--- config.mk ---
export PLATFORM = sky130hd
export DESIGN_NAME = ps2_host_tx
export DESIGN_NICKNAME = d
export VERILOG_FILES = /design/src/rtl/ps2_pkg.sv /design/src/rtl/ps2_sync_edge.sv /design/src/rtl/ps2_host_tx.sv
export SDC_FILE = /design/constraint.sdc
export NUM_CORES = 1
export LEC_CHECK = 0
export CORE_MARGIN = 2
export CORE_UTILIZATION = 58
export CTS_BUF_LIST = sky130_fd_sc_hd__clkbuf_4 sky130_fd_sc_hd__clkbuf_8 sky130_fd_sc_hd__clkbuf_16
export DETAILED_ROUTE_END_ITERATION = 8
export GPL_TIMING_DRIVEN = 0
export PLACE_DENSITY = 0.81
export RECOVER_POWER = 100
export SLEW_MARGIN = 20
export SYNTH_ARGS = -nofsm -noshare
export SYNTH_HDL_FRONTEND = slang
export SYNTH_HIERARCHICAL = 1
export SYNTH_SLANG_ARGS = --single-unit
export TNS_END_PERCENT = 30
--- constraint.sdc ---
create_clock -name clk -period 2.9 [get_ports clk]
set_input_delay 0.58 -clock clk [delete_from_list [all_inputs] [get_ports clk]]
set_output_delay 0.58 -clock clk [all_outputs]
set_load 0.01 [all_outputs]
--- src/rtl/ps2_pkg.sv ---
// Shared PS/2 definitions: host-transmit state encoding, frame constants and default timings.
// Used by ps2_host_tx (optional watchdog enabled with PS2_TX_TIMEOUT_EN) and the keyboard receiver.
package ps2_pkg;

  typedef enum logic [2:0] {
    ST_IDLE,
    ST_INHIBIT,
    ST_RTS,
    ST_SHIFT,
    ST_ACK,
    ST_WAIT_IDLE
  } ps2_tx_state_e;

  localparam int   PS2_FRAME_EDGES        = 11;
  localparam logic PS2_START_BIT          = 1'b0;
  localparam logic PS2_STOP_BIT           = 1'b1;
  localparam int   PS2_BITCNT_W           = 4;
  localparam int   PS2_WDOG_W             = 21;
  localparam int   PS2_INHIBIT_CYCLES_DEF = 10000;
  localparam int   PS2_TIMEOUT_CYCLES_DEF = 2000000;

  function automatic logic ps2_odd_parity(input logic [7:0] d);
    return ~^d;
  endfunction

endpackage

--- src/rtl/ps2_sync_edge.sv ---
// Two-flop synchronizer for a raw PS/2 pad level, with an optional falling-edge strobe.
// Flops reset to 1 so an idle (pulled-up) bus never produces a spurious edge.
module ps2_sync_edge #(
  parameter bit EDGE_EN = 1'b1
) (
  input  logic clk,
  input  logic rst,
  input  logic async_in,
  output logic sync_out,
  output logic fall
);

  logic meta_q, sync_q, prev_q;

  always_ff @(posedge clk) begin
    if (rst) begin
      meta_q <= 1'b1;
      sync_q <= 1'b1;
      prev_q <= 1'b1;
    end else begin
      meta_q <= async_in;
      sync_q <= meta_q;
      prev_q <= sync_q;
    end
  end

  assign sync_out = sync_q;
  assign fall     = EDGE_EN ? (prev_q & ~sync_q) : 1'b0;

endmodule

--- src/rtl/ps2_host_tx.sv ---
// PS/2 host-to-device command transmitter: inhibit, request-to-send, 11-edge frame, ACK check.
// Define PS2_TX_TIMEOUT_EN to add a per-transfer watchdog of TIMEOUT_CYCLES clk cycles.
module ps2_host_tx
  import ps2_pkg::*;
#(
  parameter int INHIBIT_CYCLES = PS2_INHIBIT_CYCLES_DEF,
  parameter int TIMEOUT_CYCLES = PS2_TIMEOUT_CYCLES_DEF
) (
  input  logic       clk,
  input  logic       rst,
  input  logic [7:0] tx_data,
  input  logic       tx_valid,
  output logic       tx_ready,
  input  logic       PS2_clk_in,
  input  logic       PS2_data_in,
  output logic       PS2_clk_oe,
  output logic       PS2_data_oe,
  output logic       done,
  output logic       ack_ok,
  output logic       busy
);

  localparam int INH_W = $clog2(INHIBIT_CYCLES + 1);

  logic clk_sync, clk_fall, data_sync, data_fall_unused;

  ps2_sync_edge #(.EDGE_EN(1'b1)) u_clk_sync (
    .clk      (clk),
    .rst      (rst),
    .async_in (PS2_clk_in),
    .sync_out (clk_sync),
    .fall     (clk_fall)
  );

  ps2_sync_edge #(.EDGE_EN(1'b0)) u_data_sync (
    .clk      (clk),
    .rst      (rst),
    .async_in (PS2_data_in),
    .sync_out (data_sync),
    .fall     (data_fall_unused)
  );

  ps2_tx_state_e            state_q, state_d;
  logic [INH_W-1:0]         inh_q, inh_d;
  logic [PS2_BITCNT_W-1:0]  bitcnt_q, bitcnt_d;
  logic [8:0]               shreg_q, shreg_d;
  logic                     ack_q, ack_d;
  logic                     clk_oe_q, clk_oe_d;
  logic                     data_oe_q, data_oe_d;
  logic                     done_q, done_d;
  logic                     ack_ok_q, ack_ok_d;
  logic                     ready_q, ready_d;
  logic                     busy_q, busy_d;
`ifdef PS2_TX_TIMEOUT_EN
  logic [PS2_WDOG_W-1:0]    wd_q, wd_d;
`endif

  always_comb begin
    state_d   = state_q;
    inh_d     = inh_q;
    bitcnt_d  = bitcnt_q;
    shreg_d   = shreg_q;
    ack_d     = ack_q;
    clk_oe_d  = clk_oe_q;
    data_oe_d = data_oe_q;
    done_d    = 1'b0;
    ack_ok_d  = 1'b0;

    case (state_q)
      ST_IDLE: begin
        clk_oe_d  = 1'b0;
        data_oe_d = 1'b0;
        if (tx_valid && ready_q) begin
          shreg_d   = {ps2_odd_parity(tx_data), tx_data};
          inh_d     = '0;
          state_d   = ST_INHIBIT;
          clk_oe_d  = 1'b1;
          data_oe_d = (INHIBIT_CYCLES < 2);
        end
      end
      ST_INHIBIT: begin
        inh_d     = inh_q + 1'b1;
        // Data is pulled low in the final inhibit cycle so the start bit is already set up.
        data_oe_d = (int'(inh_q) + 2 >= INHIBIT_CYCLES);
        if (int'(inh_q) == INHIBIT_CYCLES - 1) begin
          state_d   = ST_RTS;
          clk_oe_d  = 1'b0;
          data_oe_d = ~PS2_START_BIT;
          bitcnt_d  = '0;
        end
      end
      ST_RTS: begin
        if (clk_fall) begin
          state_d   = ST_SHIFT;
          bitcnt_d  = PS2_BITCNT_W'(1);
          data_oe_d = ~shreg_q[0];
          shreg_d   = {PS2_STOP_BIT, shreg_q[8:1]};
        end
      end
      ST_SHIFT: begin
        // Stop bits are shifted in behind the payload, so edge 10 releases data naturally.
        if (clk_fall) begin
          bitcnt_d  = bitcnt_q + 1'b1;
          data_oe_d = ~shreg_q[0];
          shreg_d   = {PS2_STOP_BIT, shreg_q[8:1]};
          if (bitcnt_q == PS2_BITCNT_W'(PS2_FRAME_EDGES - 2)) begin
            state_d = ST_ACK;
          end
        end
      end
      ST_ACK: begin
        if (clk_fall) begin
          bitcnt_d  = PS2_BITCNT_W'(PS2_FRAME_EDGES);
          ack_d     = ~data_sync;
          data_oe_d = 1'b0;
          state_d   = ST_WAIT_IDLE;
        end
      end
      ST_WAIT_IDLE: begin
        clk_oe_d  = 1'b0;
        data_oe_d = 1'b0;
        if (clk_sync && data_sync) begin
          done_d   = 1'b1;
          ack_ok_d = ack_q;
          state_d  = ST_IDLE;
        end
      end
      default: begin
        state_d   = ST_IDLE;
        clk_oe_d  = 1'b0;
        data_oe_d = 1'b0;
      end
    endcase

`ifdef PS2_TX_TIMEOUT_EN
    wd_d = wd_q;
    if (state_q == ST_INHIBIT) begin
      wd_d = '0;
    end else if (state_q != ST_IDLE) begin
      wd_d = wd_q + 1'b1;
      if (wd_q == PS2_WDOG_W'(TIMEOUT_CYCLES - 1)) begin
        state_d   = ST_IDLE;
        clk_oe_d  = 1'b0;
        data_oe_d = 1'b0;
        done_d    = 1'b1;
        ack_ok_d  = 1'b0;
      end
    end
`endif

    ready_d = (state_d == ST_IDLE);
    busy_d  = (state_d != ST_IDLE);
  end

  always_ff @(posedge clk) begin
    if (rst) begin
      state_q   <= ST_IDLE;
      inh_q     <= '0;
      bitcnt_q  <= '0;
      ack_q     <= 1'b0;
      clk_oe_q  <= 1'b0;
      data_oe_q <= 1'b0;
      done_q    <= 1'b0;
      ack_ok_q  <= 1'b0;
      ready_q   <= 1'b1;
      busy_q    <= 1'b0;
`ifdef PS2_TX_TIMEOUT_EN
      wd_q      <= '0;
`endif
    end else begin
      state_q   <= state_d;
      inh_q     <= inh_d;
      bitcnt_q  <= bitcnt_d;
      ack_q     <= ack_d;
      clk_oe_q  <= clk_oe_d;
      data_oe_q <= data_oe_d;
      done_q    <= done_d;
      ack_ok_q  <= ack_ok_d;
      ready_q   <= ready_d;
      busy_q    <= busy_d;
`ifdef PS2_TX_TIMEOUT_EN
      wd_q      <= wd_d;
`endif
    end
    shreg_q <= shreg_d;
  end

  assign tx_ready    = ready_q;
  assign busy        = busy_q;
  assign PS2_clk_oe  = clk_oe_q;
  assign PS2_data_oe = data_oe_q;
  assign done        = done_q;
  assign ack_ok      = ack_ok_q;

endmodule

==> out/summary.md, run 1 <==
• **max-slew violation count** 0
• **initial drt markers** 232
• **net switching fraction of the power** 27.7%
• **overall fraction of global-route tracks in use** 25.0%
• **met1 GRT Util** 31.6%
• **number of H-tree levels** 2
• **first-pass GRT wire length** 8550 µm
• **Buffers & Inverters on Critical Path** 2
• **number of buffers inserted to repair setup after CTS** 0
• **status** finished with violations
• **category of the most critical setup path** primary input to register
• **number of instances in the synthesized netlist** 278
• **number of hold violations in the final report** 0
• **time the worst path needs with I/O delays and setup** 2.61 ns
• **core region area** 0.00394 mm²
• **Die Height** 67.7 µm
• **portion of total power attributed to the clock network** 29.9%
• **switching power** 0.343 mW
• **most common cell after layout, fill and taps aside** sky130_fd_sc_hd__nand2_1
• **total of cells resized after clock tree synthesis** 0
• **largest fanout on the critical path** 4
• **gate family responsible for the most delay along the worst path** simple AND/OR/NAND/NOR gates
• **layout cells sized above 1** 8.52%
• **initial core utilization** 59.8%
• **Seq pwr share** 53.0%
• **static leakage** 0.923 nW
• **Boundary Pins** 19
• **number of antenna violations at the first check in global routing** 0
• **worst min-delay path category** register to register
• **setup repair after global routing missed its margin** no
• **global-route layer with the greatest usage** met2
• **DIE WIDTH** 67.7 µm
• **total chip power** 1.24 mW
• **DP HPWL** 3780 µm
• **Post-CTS Hold Buffers** 0
• **data arrival time of the worst path** 2.79 ns
• **TritonCTS clock tree** done
• **per-cell routed wire length** 14.6 µm
• **root buffer cell** sky130_fd_sc_hd__clkbuf_8
• **worst-margin pin slew** 0.962 ns
• **Vias** 2,095
• **setup skew after layout** 0.00749 ns
• **violations in the final reports** design-rule violations
• **post-synth net total** 296
• **cell with the biggest individual delay on the critical path** sky130_fd_sc_hd__nor4_1
• **post-route fraction of the period consumed by the critical path** 90.0%
• **Max IR drop VDD** 0.340 mV
• **maximum number of pins on one net before global-route repair** 13
• **met2 layer usage reported by global route** 40.9%
• **first-pass iteration count of the detailed router** 6
• **setup_tns** 0 ns
• **clock latency on the worst-skew pair** 0.30 ns
• **internal power component** 0.897 mW
• **vias in the first global route** 1,910
• **DRC violation count after routing** 1
• **timing-limited maximum frequency** 383 MHz
• **post-layout net count** 322
• **cell breakdown of the critical path** dlygate4sd3_1 -> nand2_1 -> nor4_1 -> clkbuf_1 -> nor3_1 -> a211oi_1 -> nor4_1
• **Global Route met3 Usage** 4.67%
• **synthesized cell area** 0.00236 mm²
• **Final GP Congestion** 0.939
• **clock-pin slew reported for the worst setup and hold paths after clock tree synthesis** 0.08 ns
• **Power per Cell Area** 464 mW/mm²
• **final standard cell utilization of the core** 67.8%
• **number of buffers added by the clock tree synthesis step** 5
• **count of yosys warnings during synthesis** 6
• **DRT Wirelength** 5190 µm
• **ant diodes** 0
• **Port-buffer cells** 18
• **most repeated library cell on the critical path** sky130_fd_sc_hd__nor4_1
• **post-synthesis average cell area** 8.47 µm²
• **Post-DRT Antenna Nets** 0
• **die area** 0.00459 mm²
• **overflow left after global routing** 0
• **Worst Path Required** 3.08 ns
• **number of clock sinks** 42
• **longest individual stage delay on the worst path** 0.74 ns
• **buffers from clock root to sink, at most** 2
• **setup violation total in the final timing report** 0
• **type of element capturing the critical path** register
• **commonest non-fill, non-tap cells in the layout** sky130_fd_sc_hd__nand2_1, sky130_fd_sc_hd__dfxtp_1, sky130_fd_sc_hd__nor2_1, sky130_fd_sc_hd__clkbuf_1, sky130_fd_sc_hd__a21oi_1
• **vias per std cell** 5.90
• **worst max-slew margin expressed relative to the limit** 35.3%
• **part of the power in combinational logic** 17.0%
• **Layout Area Growth over Synthesis** 13.4%
• **startpoint class of the critical path** primary input
• **max cap viols** 0
• **# rows** 23
path summary, 6_finish.rpt:
| check | to | startpoint | cells past startpoint | slack, ns |
|---|---|---|---|---|
| hold / removal | u_data_sync/sync_out | u_data_sync/meta_q | 1 | 0.41 |
| setup / recovery | tx_ready | tx_valid | 7 | 0.29 |
| hold reg to reg | u_data_sync/sync_out | u_data_sync/meta_q | 1 | 0.41 |
| setup reg to reg | inh_q[12] | state_q[1] | 7 | 0.35 |
through the flow:
stage	cell area [µm²]	setup WS [ns]	hold slack (ns)	cells
5_1_grt	2670	0.181	0.424	355
2_1_floorplan	2360	0.779	0.383	278
3_3_place_gp	2600	-0.239	0.386	346
3_5_place_dp	2610	0.278	0.396	347
4_1_cts	2700	0.417	0.415	355
6_report	2670	0.289	0.411	355
layout make-up:
class,instances,area (µm²)
inverter,7,26.3
tap,50,62.6
fill,334,1270
multi-input combinational,213,1290
clock inverter,2,8.76
timing repair buffer,19,184
buffer,16,96.3
sequential,42,931
clock buffer,6,76.3
routing by layer:
| metal | up-vias | part of all wire (%) |
|---|---|---|
| met4 | 0 | 2.0 |
| met3 | 9 | 6.4 |
| li1 | 1043 | - |
| met1 | 967 | 45 |
| met2 | 76 | 47 |
| met5 | - | 0 |
sequential cells by signal (all words and copies together), names as in the netlist:
register / cells
PS2_data_oe: 1
u_data_sync/meta_q: 1
tx_ready: 1
ack_ok: 1
busy: 1
state_q: 3
u_data_sync/sync_out: 1
shreg_q: 9
u_clk_sync/meta_q: 1
ack_q: 1
inh_q: 14
bitcnt_q: 4
PS2_clk_oe: 1
done: 1
u_clk_sync/prev_q: 1
u_clk_sync/sync_out: 1
power groups by stage:
| stage | logic [mW] | clock network (mW) | registers [mW] |
|---|---|---|---|
| floorplan | 0.134 | 0 | 0.670 |
| global placement | 0.207 | 0 | 0.671 |
| detailed placement | 0.218 | 0 | 0.673 |
| CTS | 0.218 | 0.377 | 0.659 |
| global route | 0.235 | 0.402 | 0.662 |
| finish | 0.211 | 0.371 | 0.658 |
(Power assumes the default switching activity.)
==> run 2: changes to the inputs <==
--- a/config.mk
+++ b/config.mk
@@ -5,12 +5,15 @@
 export SDC_FILE = /design/constraint.sdc
 export NUM_CORES = 1
 export LEC_CHECK = 0
+export CAP_MARGIN = 20
+export CELL_PAD_IN_SITES_DETAIL_PLACEMENT = 1
+export CELL_PAD_IN_SITES_GLOBAL_PLACEMENT = 2
 export CORE_MARGIN = 2
-export CORE_UTILIZATION = 58
+export CORE_UTILIZATION = 35
 export CTS_BUF_LIST = sky130_fd_sc_hd__clkbuf_4 sky130_fd_sc_hd__clkbuf_8 sky130_fd_sc_hd__clkbuf_16
 export DETAILED_ROUTE_END_ITERATION = 8
 export GPL_TIMING_DRIVEN = 0
-export PLACE_DENSITY = 0.81
+export PLACE_DENSITY = 0.79
 export RECOVER_POWER = 100
 export SLEW_MARGIN = 20
 export SYNTH_ARGS = -nofsm -noshare
==> out/summary.md, run 2 (synthesis results as in run 1) <==
• **worst min-delay path category** register to register
• **Worst Path Required** 3.11 ns, +0.03 ns
• **vias per std cell** 5.44, -7.8%
• **post-layout net count** 321, -0.31%
• **root buffer cell** sky130_fd_sc_hd__clkbuf_8
• **first-pass GRT wire length** 10,500 µm, +23%
• **number of buffers inserted to repair setup after CTS** 0, unchanged
• **first-pass iteration count of the detailed router** 4, -2
• **setup violation total in the final timing report** 0, unchanged
• **layout cells sized above 1** 9.21%, +0.69 points
• **setup repair after global routing missed its margin** no
• **largest fanout on the critical path** 10, +6
• **RR Endpoint** inh_q[10]
• **most flop-heavy register** inh_q
• **initial drt markers** 98, -58%
• **DP HPWL** 4510 µm, +19%
• **Port-buffer cells** 18, unchanged
• **core region area** 0.00642 mm², +63%
• **TritonCTS clock tree** done
• **number of filler instances in the final layout** 787, +140%
• **worst-case register-to-register setup slack** 0.35 ns, about the same
• **number of cells in the finished layout apart from fillers** 381, +7.3%
• **launching point of the worst reg2reg path** state_q[1]
• **per-cell routed wire length** 16.0 µm, +9.2%
• **DRC violation count after routing** 0, -1
• **total area of multi-input combinational cells** 0.00129 mm², +0.49%
• **Max IR drop VDD** 0.159 mV, -53%
• **most common cell after layout, fill and taps aside** sky130_fd_sc_hd__nand2_1
• **commonest non-fill, non-tap cells in the layout** sky130_fd_sc_hd__nand2_1, sky130_fd_sc_hd__dfxtp_1, sky130_fd_sc_hd__nor2_1, sky130_fd_sc_hd__clkbuf_1, sky130_fd_sc_hd__a21oi_1
• **Power per Cell Area** 496 mW/mm², +6.9%
• **overall fraction of global-route tracks in use** 18.2%, -6.9 points
• **clock-pin slew reported for the worst setup and hold paths after clock tree synthesis** 0.09 ns, about the same
• **Cells after DPL** 373, +7.5%
• **status** finished, final reports clean
• **start point of the worst hold path** u_data_sync/meta_q
• **number of antenna violations at the first check in global routing** 0, unchanged
• **DRT Wirelength** 6080 µm, +17%
• **Sequential cell area** 931 µm², unchanged
• **Final GP Congestion** 0.805, -14%
• **final worst setup slack** 0.352 ns, +0.0633 ns
• **Layout Area Growth over Synthesis** 16.1%
• **number of H-tree levels** 2, unchanged
• **overflow left after global routing** 0, unchanged
• **ant diodes** 0, unchanged
• **worst-margin pin slew** 0.844 ns, -0.118 ns
• **Die Height** 86.0 µm, +27%
• **vias in the first global route** 2,067, +8.2%
• **max cap viols** 0, unchanged
• **type of element capturing the critical path** register
• **post-route fraction of the period consumed by the critical path** 87.8%, -2.2 points
• **time the worst path needs with I/O delays and setup** 2.55 ns, -0.0633 ns
• **maximum number of pins on one net before global-route repair** 15, +2
• **data arrival time of the worst path** 2.76 ns, -0.03 ns
• **registers with the highest flip-flop counts** inh_q (14), shreg_q (9), bitcnt_q (4)
• **hold-critical path depth** 1, unchanged
• **static leakage** 0.935 nW, +1.2%
• **Post-Route Hold Slack** 0.412 ns, +0.000637 ns
• **max reg flops** 14, unchanged
• **Vias** 2,073, -1.1%
• **total of cells resized after clock tree synthesis** 0, unchanged
• **sink of the worst hold path** u_data_sync/sync_out
• **number of clock sinks** 42, unchanged
• **cell count of the worst reg-to-reg path** 6, -1
• **# rows** 29, +26%
• **number of buffers added by the clock tree synthesis step** 5, unchanged
• **category of the most critical setup path** register to register
• **setup skew after layout** 0.00558 ns, -0.00191 ns
• **buffers from clock root to sink, at most** 2, unchanged
• **startpoint class of the critical path** register
• **max-slew violation count** 0, unchanged
• **die area** 0.00740 mm², +61%
• **Boundary Pins** 19, unchanged
• **number of hold violations in the final report** 0, unchanged
• **timing-limited maximum frequency** 393 MHz, +2.5%
• **crit path from** state_q[1]
• **DIE WIDTH** 86.0 µm, +27%
• **Post-DRT Antenna Nets** 0, unchanged
• **worst max-slew margin expressed relative to the limit** 43.2%, +8.0 points
• **clock latency on the worst-skew pair** 0.30 ns, about the same
• **initial core utilization** 36.7%, -23 points
• **pre-CTS worst setup slack** 0.222 ns, -0.0564 ns
• **Post-CTS Hold Buffers** 0, unchanged
==> run 2: how the worst max path moves through the flow <==
stage / end / slack (ns) / depth (start not counted)
6_report: inh_q[10] / 0.35 / 6
5_1_grt: inh_q[10] / 0.07 / 6
4_1_cts: inh_q[12] / 0.29 / 7
3_5_place_dp: shreg_q[7] / 0.22 / 4
3_3_place_gp: tx_ready / -0.16 / 6
2_1_floorplan: busy / 0.78 / 5
==> run 2: final cells by class <==
type | instances | share of cell area (%)
sequential | 42 | 34.0
inverter | 7 | 0.961
clock buffer | 5 | 2.52
tap | 77 | 3.52
multi-input combinational | 213 | 47.3
timing repair buffer | 18 | 6.59
clock inverter | 3 | 1.60
buffer | 16 | 3.52
==> run 2: routing by layer <==
layer  wire (µm)  GRT usage [%]  vias to the layer above
met5           0              0                        -
met4          48           3.90                        0
met3         130           3.18                        5
met2        2770           29.2                       28
met1        3130           25.5                      999
li1            -              -                     1041
==> run 2: report_power, final <==
| part | switching [mW] | internal (mW) | total [mW] |
|---|---|---|---|
| logic | 0.130 | 0.0841 | 0.214 |
| registers | 0.0227 | 0.638 | 0.660 |
| clock network | 0.224 | 0.258 | 0.483 |
| total | 0.377 | 0.980 | 1.36 |
==> run 2: through the flow <==
| stage | total power, mW | util, % | setup TNS (ns) | area (µm²) |
|---|---|---|---|---|
| 2_1_floorplan | 0.804 | - | 0 | 2360 |
| 4_1_cts | 1.39 | 42.8 | 0 | 2750 |
| 6_report | 1.36 | 42.6 | 0 | 2740 |
| 3_3_place_gp | 0.891 | 41.0 | -0.452 | 2630 |
| 5_1_grt | 1.43 | 42.6 | 0 | 2740 |
| 3_5_place_dp | 0.898 | 41.1 | 0 | 2640 |
==> run 2: worst max-delay path: stages, from the launching register on <==
cell and delay, ns:
sky130_fd_sc_hd__dfxtp_1 0.31, sky130_fd_sc_hd__clkbuf_1 0.21, sky130_fd_sc_hd__or3b_2 0.51, sky130_fd_sc_hd__clkbuf_1 0.25
sky130_fd_sc_hd__nor4_1 0.77, sky130_fd_sc_hd__a31oi_1 0.17, sky130_fd_sc_hd__a311oi_1 0.25
==> run 3: changes to the inputs <==
--- a/config.mk
+++ b/config.mk
@@ -11,6 +11,7 @@
 export CORE_MARGIN = 2
 export CORE_UTILIZATION = 35
 export CTS_BUF_LIST = sky130_fd_sc_hd__clkbuf_4 sky130_fd_sc_hd__clkbuf_8 sky130_fd_sc_hd__clkbuf_16
+export CTS_CLUSTER_DIAMETER = 30
 export DETAILED_ROUTE_END_ITERATION = 8
 export GPL_TIMING_DRIVEN = 0
 export PLACE_DENSITY = 0.79
==> results of run 3 <==
The final DEF is identical to that of run 2; final timing and power are the same.
